File: src/rtl/sw_pkg.sv
// sw_pkg: shared definitions for the push-button debounce path.
//   sw_state_e           - debouncer FSM states (2-bit encoding)
//   CLK_HZ               - board clock frequency
//   DEBOUNCE_CYCLES_10MS - 10 ms expressed in CLK_HZ cycles
package sw_pkg;

  localparam int unsigned CLK_HZ               = 25_000_000;
  localparam int unsigned DEBOUNCE_CYCLES_10MS = 250_000;

  typedef enum logic [1:0] {
    ST_LOW      = 2'd0,
    ST_RISE_CHK = 2'd1,
    ST_HIGH     = 2'd2,
    ST_FALL_CHK = 2'd3
  } sw_state_e;

endpackage

File: src/rtl/sync_2ff.sv
// sync_2ff: two-flop synchronizer for a single asynchronous input.
//   clk_i - destination clock
//   rst_i - synchronous active-high reset, clears both flops
//   d_i   - asynchronous input
//   q_o   - synchronized output (second flop)
module sync_2ff (
  input  logic clk_i,
  input  logic rst_i,
  input  logic d_i,
  output logic q_o
);

  logic meta;

  always_ff @(posedge clk_i) begin
    if (rst_i) begin
      meta <= 1'b0;
      q_o  <= 1'b0;
    end else begin
      meta <= d_i;
      q_o  <= meta;
    end
  end

endmodule

File: src/rtl/switch_debouncer.sv
// switch_debouncer: debounces a bouncing push-button.
//   clk_i         - 25 MHz clock, all state on rising edge
//   rst_i         - synchronous active-high reset
//   sw_i          - raw asynchronous button level
//   sw_o          - debounced level
//   rise_o        - one-cycle strobe on accepted 0->1 (press)
//   fall_o        - one-cycle strobe on accepted 1->0 (release)
//   press_count_o - accepted press count, wraps 255->0
// A level change is accepted only after the synchronized input has held the
// new level for STABLE_CYCLES consecutive checks; any glitch back restarts.
module switch_debouncer
  import sw_pkg::*;
#(
  parameter int unsigned STABLE_CYCLES = DEBOUNCE_CYCLES_10MS
) (
  input  logic       clk_i,
  input  logic       rst_i,
  input  logic       sw_i,
  output logic       sw_o,
  output logic       rise_o,
  output logic       fall_o,
  output logic [7:0] press_count_o
);

  localparam int unsigned CNT_W = $clog2(STABLE_CYCLES);
  localparam logic [CNT_W-1:0] CNT_LAST = CNT_W'(STABLE_CYCLES - 1);

  logic             sync;
  sw_state_e        state;
  logic [CNT_W-1:0] cnt;

  sync_2ff u_sync (
    .clk_i (clk_i),
    .rst_i (rst_i),
    .d_i   (sw_i),
    .q_o   (sync)
  );

  // Strobes default low every cycle so each accepted edge yields exactly one
  // pulse; sw_o only moves on the same edge that raises a strobe.
  always_ff @(posedge clk_i) begin
    if (rst_i) begin
      state         <= ST_LOW;
      cnt           <= '0;
      sw_o          <= 1'b0;
      rise_o        <= 1'b0;
      fall_o        <= 1'b0;
      press_count_o <= '0;
    end else begin
      rise_o <= 1'b0;
      fall_o <= 1'b0;
      unique case (state)
        ST_LOW: begin
          if (sync) begin
            state <= ST_RISE_CHK;
            cnt   <= '0;
          end
        end
        ST_RISE_CHK: begin
          if (!sync) begin
            state <= ST_LOW;
            cnt   <= '0;
          end else if (cnt == CNT_LAST) begin
            state         <= ST_HIGH;
            cnt           <= '0;
            sw_o          <= 1'b1;
            rise_o        <= 1'b1;
            press_count_o <= press_count_o + 8'd1;
          end else begin
            cnt <= cnt + CNT_W'(1);
          end
        end
        ST_HIGH: begin
          if (!sync) begin
            state <= ST_FALL_CHK;
            cnt   <= '0;
          end
        end
        ST_FALL_CHK: begin
          if (sync) begin
            state <= ST_HIGH;
            cnt   <= '0;
          end else if (cnt == CNT_LAST) begin
            state  <= ST_LOW;
            cnt    <= '0;
            sw_o   <= 1'b0;
            fall_o <= 1'b1;
          end else begin
            cnt <= cnt + CNT_W'(1);
          end
        end
        default: begin
          state <= ST_LOW;
          cnt   <= '0;
        end
      endcase
    end
  end

endmodule

File: config.mk
export PLATFORM = sky130hd
export DESIGN_NAME = switch_debouncer
export DESIGN_NICKNAME = d
export VERILOG_FILES = /design/src/rtl/sw_pkg.sv /design/src/rtl/sync_2ff.sv /design/src/rtl/switch_debouncer.sv
export SDC_FILE = /design/constraint.sdc
export NUM_CORES = 1
export LEC_CHECK = 0
export ABC_AREA = 0
export CAP_MARGIN = 15
export CORE_AREA = 2 2 65 67
export CTS_BUF_LIST = sky130_fd_sc_hd__clkbuf_8 sky130_fd_sc_hd__clkbuf_16
export CTS_CLUSTER_DIAMETER = 50
export CTS_CLUSTER_SIZE = 8
export DETAILED_ROUTE_END_ITERATION = 8
export DIE_AREA = 0 0 67 69
export GPL_ROUTABILITY_DRIVEN = 0
export SYNTH_ARGS = -nofsm -noshare
export SYNTH_HDL_FRONTEND = slang
export SYNTH_SLANG_ARGS = --single-unit
export TNS_END_PERCENT = 50
File: constraint.sdc
create_clock -name clk_i -period 2 [get_ports clk_i]
set_clock_uncertainty 0.1 [all_clocks]
set_input_delay 0.3 -clock clk_i [delete_from_list [all_inputs] [get_ports clk_i]]
set_output_delay 0.3 -clock clk_i [all_outputs]
set_load 0.005 [all_outputs]
After elaboration in Yosys (flattened, before gate mapping)
Index checks and enable logic that the tools add are counted.
{"block": "op_classes", "mux": 19, "n_reduce_logical": 8, "n_bitwise": 3, "eq_ne": 12, "n_addsub": 2}
{"op": "$mux 18", "count": 5}
{"op": "$pmux 18 s4", "count": 1}
{"op": "$add 18x1->18 const B", "count": 1}
{"op": "$eq 18x18->1 const B", "count": 1}
{"op": "$mux 2", "count": 6}
{"op": "$add 8x1->8 const B", "count": 1}
{"op": "$ne 2x2->1 const B", "count": 4}
{"op": "$pmux 2 s4", "count": 1}
{"op": "$reduce_or 3->1", "count": 2}
{"op": "$mux 1", "count": 5}
{"op": "$reduce_and 5->1", "count": 1}
{"op": "$eq 2x2->1 const B", "count": 2}
{"op": "$ne 2x1->1 const B", "count": 2}
{"op": "$reduce_and 4->1", "count": 1}
{"op": "$ne 3x2->1 const B", "count": 1}
{"op": "$ne 3x3->1 const B", "count": 1}
{"op": "$not 1->1", "count": 3}
{"op": "$reduce_and 3->1", "count": 1}
{"op": "$eq 2x1->1 const B", "count": 1}
{"op": "$logic_not 2->1", "count": 1}
{"op": "$pmux 1 s2", "count": 1}
{"op": "$reduce_and 2->1", "count": 1}
{"op": "$reduce_bool 2->1", "count": 1}
{"block": "word_totals", "reg_bits": 33, "wordCells": 52, "out_inout_bits": 11, "inputBits": 3}

Longest topological paths before layout
{"block": "logic_depth", "word_depth": 4, "mapped_depth": 7, "mapped_depth_nobuf": 6}

Hierarchy
From an unflattened synthesis, not the netlist that was laid out.
{"block": "hier_totals", "cells_unflattened": 209, "area_unflattened_um2": 1816.7}
{"mod": "switch_debouncer", "seq_area_each_um2": 620.6, "cells_per_inst": 205, "n_inst": 1, "area_per_inst_um2": 1764.2}
{"mod": "sync_2ff", "seq_area_each_um2": 40.0, "cells_per_inst": 4, "n_inst": 1, "area_per_inst_um2": 52.6}

Worst setup path before layout
No wires, ideal clock.
{"block": "synth_path", "kind": "register to register", "start": "register cnt[0]", "end": "register press_count_o[6]", "stages_incl_launch_ff": 7, "setup_time_ns": 0.071, "required_ns": 1.829, "path_slack_ns": -0.207, "synth_period_minus_slack_ns": 2.207, "t_arrival_ns": 2.037, "n_path_buf": 0, "path_cell_list": "dfxtp_1 > ha_1 > nand4b_1 > or4_1 > or2_1 > or3_1 > a21oi_1"}
{"block": "synth_via", "elab_chain_len": 2}
{"element": "from (decl)", "line": "switch_debouncer.sv:30", "text": "logic [CNT_W-1:0] cnt;"}
{"element": "from (signal assigned)", "line": "switch_debouncer.sv:70", "text": "cnt <= cnt + CNT_W'(1);"}
{"element": "from (signal assigned)", "line": "switch_debouncer.sv:89", "text": "cnt <= cnt + CNT_W'(1);"}
{"element": "$eq 18x18->1", "line": "switch_debouncer.sv:63", "text": "end else if (cnt == CNT_LAST) begin"}
{"element": "$reduce_and 3->1 (no line)"}
{"element": "to (signal assigned)", "line": "switch_debouncer.sv:68", "text": "press_count_o <= press_count_o + 8'd1;"}
{"element": "to (decl)", "line": "switch_debouncer.sv:22", "text": "output logic [7:0] press_count_o"}
Every way passes these cells.
A chain may end at the register's enable or synchronous reset.

Worst setup path after layout
{"block": "layout_path", "start": "register cnt[11]", "end": "register press_count_o[6]"}
Same word-level chain as after synthesis.

==> impl_metrics.py <==
metrics = {
    "hold_path": {
        "hold_class": "flip-flop to flip-flop",
        "hold_end": "u_sync.q_o",
        "holdCritStartpoint": "u_sync.meta",
        "min_delay_path_depth": 1,
    },
    "timing": {
        "slew_headroom_pct": 73.4,
        "fin_hold_ws_ns": 0.340,
        "rsz0062_at_grt": "yes",
        "worstMarginPinSlew_ns": 0.398,
        "hold_violations": 0,
        "setup_ws_ns": -0.216,
        "setup_viol": 5,
        "finalCritPeriodShare_pct": 111,
        "fin_crit_ns": 2.22,
        "report.final.slew_viol_count": 0,
        "max_freq_mhz": 451,
    },
    "power": {
        "p_int_w": 0.00109,
        "pwr-share-comb_pct": 4.6,
        "ir_worst_vdd_v": 0.000416,
        "p_sw_share_pct": 20.1,
        "power.density_nw_per_um2": 585,
        "pwr-share-seq_pct": 48.8,
        "clockPowerShare_pct": 46.6,
        "leakage_nw": 0.899,
        "p_sw_w": 0.000275,
    },
    "synth": {
        "synthTopCellsByArea": "dfxtp_1 (41%), nand3_1 (5.3%), a21oi_1 (4.7%)",
        "syn_area_per_cell_um2": 8.44,
        "ys_warn_count": 0,
        "synth_nets": 195,
        "syn_area_um2": 1600,
        "seq_area_frac_synth_pct": 41.2,
        "synth_top_area_share_pct": 41.2,
        "post-synth-top-area-cell": "dfxtp_1",
        "synth_seq_cells": 33,
        "synthCells": 190,
        "synth_cell_types": 39,
    },
    "global_routing": {
        "grt_pass1_vias": 1462,
        "track_usage_pct": 18.2,
        "grt_pass1_wl_um": 6530,
        "grt_overflow_total": 0,
        "antenna_found_initial": 0,
        "grt_max_degree": 14,
    },
    "route": {
        "dr.pass1.iters": 4,
        "ant_nets": 0,
        "drtIter0Drc": 111,
        "viasPerCell": 5.61,
        "wirelength_um": 4370,
        "post_drt_wl_per_cell_um": 14.8,
        "drcViolationCount": 0,
        "vias": 1656,
    },
    "floorplanning": {
        "initial_core_util_pct": 41.0,
        "die_w_um": 67,
        "core-area_um2": 3910,
        "io_pins": 14,
        "fp.dieH_um": 69,
        "num_rows": 23,
        "fp.dieArea_um2": 4620,
    },
    "setup_path": {
        "r2r-start": "cnt[11]",
        "critPathCaptureType": "flip-flop",
        "r2r_end": "press_count_o[6]",
        "worst_setup_path_start_kind": "flip-flop",
        "worstPathMaxFanout": 4,
        "path_common_cell": "or4_4",
        "critPathTopFamily": "simple AND/OR/NAND/NOR gates",
        "r2r_setup_slack_ns": -0.22,
        "critical_path_required_ns": 2.12,
        "cp_slowest_stage_delay_ns": 0.53,
        "worstRegToRegCells": 5,
        "cp_data_arrival_time_ns": 2.34,
        "slowest_stage": "or4_4",
        "crit_buf_inv": 0,
        "path_cells": "or4_4 > or4_4 > or2_4 > or3_1 > a21oi_1",
        "crit_type": "flip-flop to flip-flop",
    },
    "flow_run": {
        "drv_cap": 0,
    },
    "run_status": {
        "status": "finished with violations",
        "violations": "negative setup slack",
    },
    "clock_tree": {
        "insertion_delay_ns": 0.28,
        "path_clk_slew_ns": 0.07,
        "clock-sinks": 33,
        "cts.path.max_buffers": 2,
        "cts_root_buf": "clkbuf_8",
        "cts_buffers": 5,
        "cts_tree": "done",
        "htreeDepth": 2,
    },
    "place": {
        "hpwl_um": 2930,
        "io_buffers": 13,
        "dpl.cell_count": 278,
        "pre_cts_slack_ns": -0.230,
    },
    "layout": {
        "synthToLayoutAreaGrowth_pct": 45.6,
        "drive_gt1_share_pct": 27.8,
        "n_antenna_cell": 0,
        "instances_no_fill": 295,
        "fin_nets": 249,
    },
}
[metrics by stage]
stage	setup TNS, ns	util, %	instance area, um2	total power (W)
after floorplan	-0.723	-	1610	0.000711
after global placement	-1.02	51.7	2020	0.000738
after detailed placement	-1.26	51.7	2020	0.000739
after CTS	-0.778	55.9	2190	0.00138
after global routing	-1.29	59.7	2340	0.00142
final	-0.814	59.7	2340	0.00137
[synth_stat cells]
| cell type | n |
|---|---|
| o22ai_1 | 1 |
| o21bai_1 | 1 |
| nor4_2 | 1 |
| nand4b_1 | 1 |
| clkbuf_1 | 5 |
| nand4bb_1 | 1 |
| or4_1 | 3 |
| ha_1 | 2 |
| nor4_1 | 2 |
| mux2i_1 | 4 |
| o31ai_1 | 1 |
| or4b_1 | 1 |
| and3_1 | 1 |
| nand2b_1 | 5 |
| a21o_1 | 4 |
| or2_1 | 1 |
| a211oi_2 | 1 |
| nor3_4 | 1 |
| or3_1 | 10 |
| nand3_1 | 17 |
| xnor2_1 | 1 |
| a21oi_1 | 15 |
| and3b_1 | 1 |
| o21ai_0 | 9 |
| and4_1 | 4 |
| a31oi_1 | 6 |
| nand2_1 | 14 |
| xor2_1 | 4 |
| o211ai_1 | 1 |
| nor3_1 | 6 |
| inv_1 | 6 |
| nor2b_1 | 5 |
| a211o_1 | 1 |
| nand4_1 | 5 |
| buf_1 | 1 |
| nor2_1 | 13 |
| a22oi_1 | 1 |
| nand4_4 | 1 |
| dfxtp_1 | 33 |
[final cells by class]
class | count | area (um2)
fill | 354 | 1580
multi-input combinational | 146 | 996
sequential | 33 | 667
timing repair buffer | 52 | 472
clock buffer | 6 | 82.6
tap | 50 | 62.6
clock inverter | 2 | 33.8
inverter | 6 | 22.5
[kinds of logic (layout without fill, tap and decap cells)]
group                    count (synthesis)  count (layout)  share of synthesized area [%]
adder cells (fa/ha/maj)                  2               2                           1.56
AO/OA/AOI/OAI                           41              42                           15.3
flip-flops                              33              33                           41.2
XOR/XNOR                                 5               5                           2.73
AND/OR/NAND/NOR                         93              93                           33.9
buffers and inverters                   12              66                           2.81
multiplexers                             4               4                           2.50
[metal layers]
| metal | global-route usage (%) | wire length [um] | vias to the layer above |
|---|---|---|---|
| met1 | 21.7 | 1740 | 769 |
| met3 | 4.89 | 255 | 15 |
| met5 | 0 | 0 | - |
| met2 | 30.0 | 2240 | 66 |
| met4 | 7.71 | 135 | 0 |
| li1 | - | - | 806 |
[flip-flops by register name (all words and copies together), names as in the netlist, named ones only]
signal,flops
cnt,18
fall_o,1
press_count_o,8
rise_o,1
state,1
sw_o,1
u_sync.meta,1
u_sync.q_o,1
[worst max path at each step]
| stage | start | to | depth (start not counted) |
|---|---|---|---|
| 6_report | cnt[11] | press_count_o[6] | 5 |
| 5_1_grt | cnt[11] | press_count_o[6] | 5 |
| 4_1_cts | cnt[11] | press_count_o[7] | 5 |
| 3_5_place_dp | cnt[11] | press_count_o[7] | 5 |
| 3_3_place_gp | cnt[11] | press_count_o[6] | 5 |
| 2_1_floorplan | cnt[11] | press_count_o[6] | 5 |
[power by group through the flow]
| stage | Sequential [W] | Clock [W] | Combinational, W |
|---|---|---|---|
| floorplan | 0.000681 | 0 | 0.0000306 |
| finish | 0.000666 | 0.000637 | 0.0000626 |
| global placement | 0.000680 | 0 | 0.0000575 |
| detailed placement | 0.000680 | 0 | 0.0000589 |
| global route | 0.000667 | 0.000686 | 0.0000677 |
| CTS | 0.000665 | 0.000652 | 0.0000598 |
[cell usage in the layout (no fill, tap or decap), types with 7 or more instances in the layout]
master / netlist / routed
nand3_1: 17 / 17
nor2_1: 13 / 13
buf_4: 0 / 32
clkdlybuf4s50_1: 0 / 13
nand2_1: 14 / 13
a21oi_1: 15 / 13
o21ai_0: 9 / 9
inv_1: 6 / 7
or3_1: 10 / 10
dfxtp_1: 33 / 28
[repair_timing]
action	CTS	global route
setup endpoints to repair	17	14
hold buffers	0	0
buffers inserted	2	5
pin swaps	12	6
gates resized for setup	7	16
gates cloned	0	2
Power figures use the tool's default switching activity.
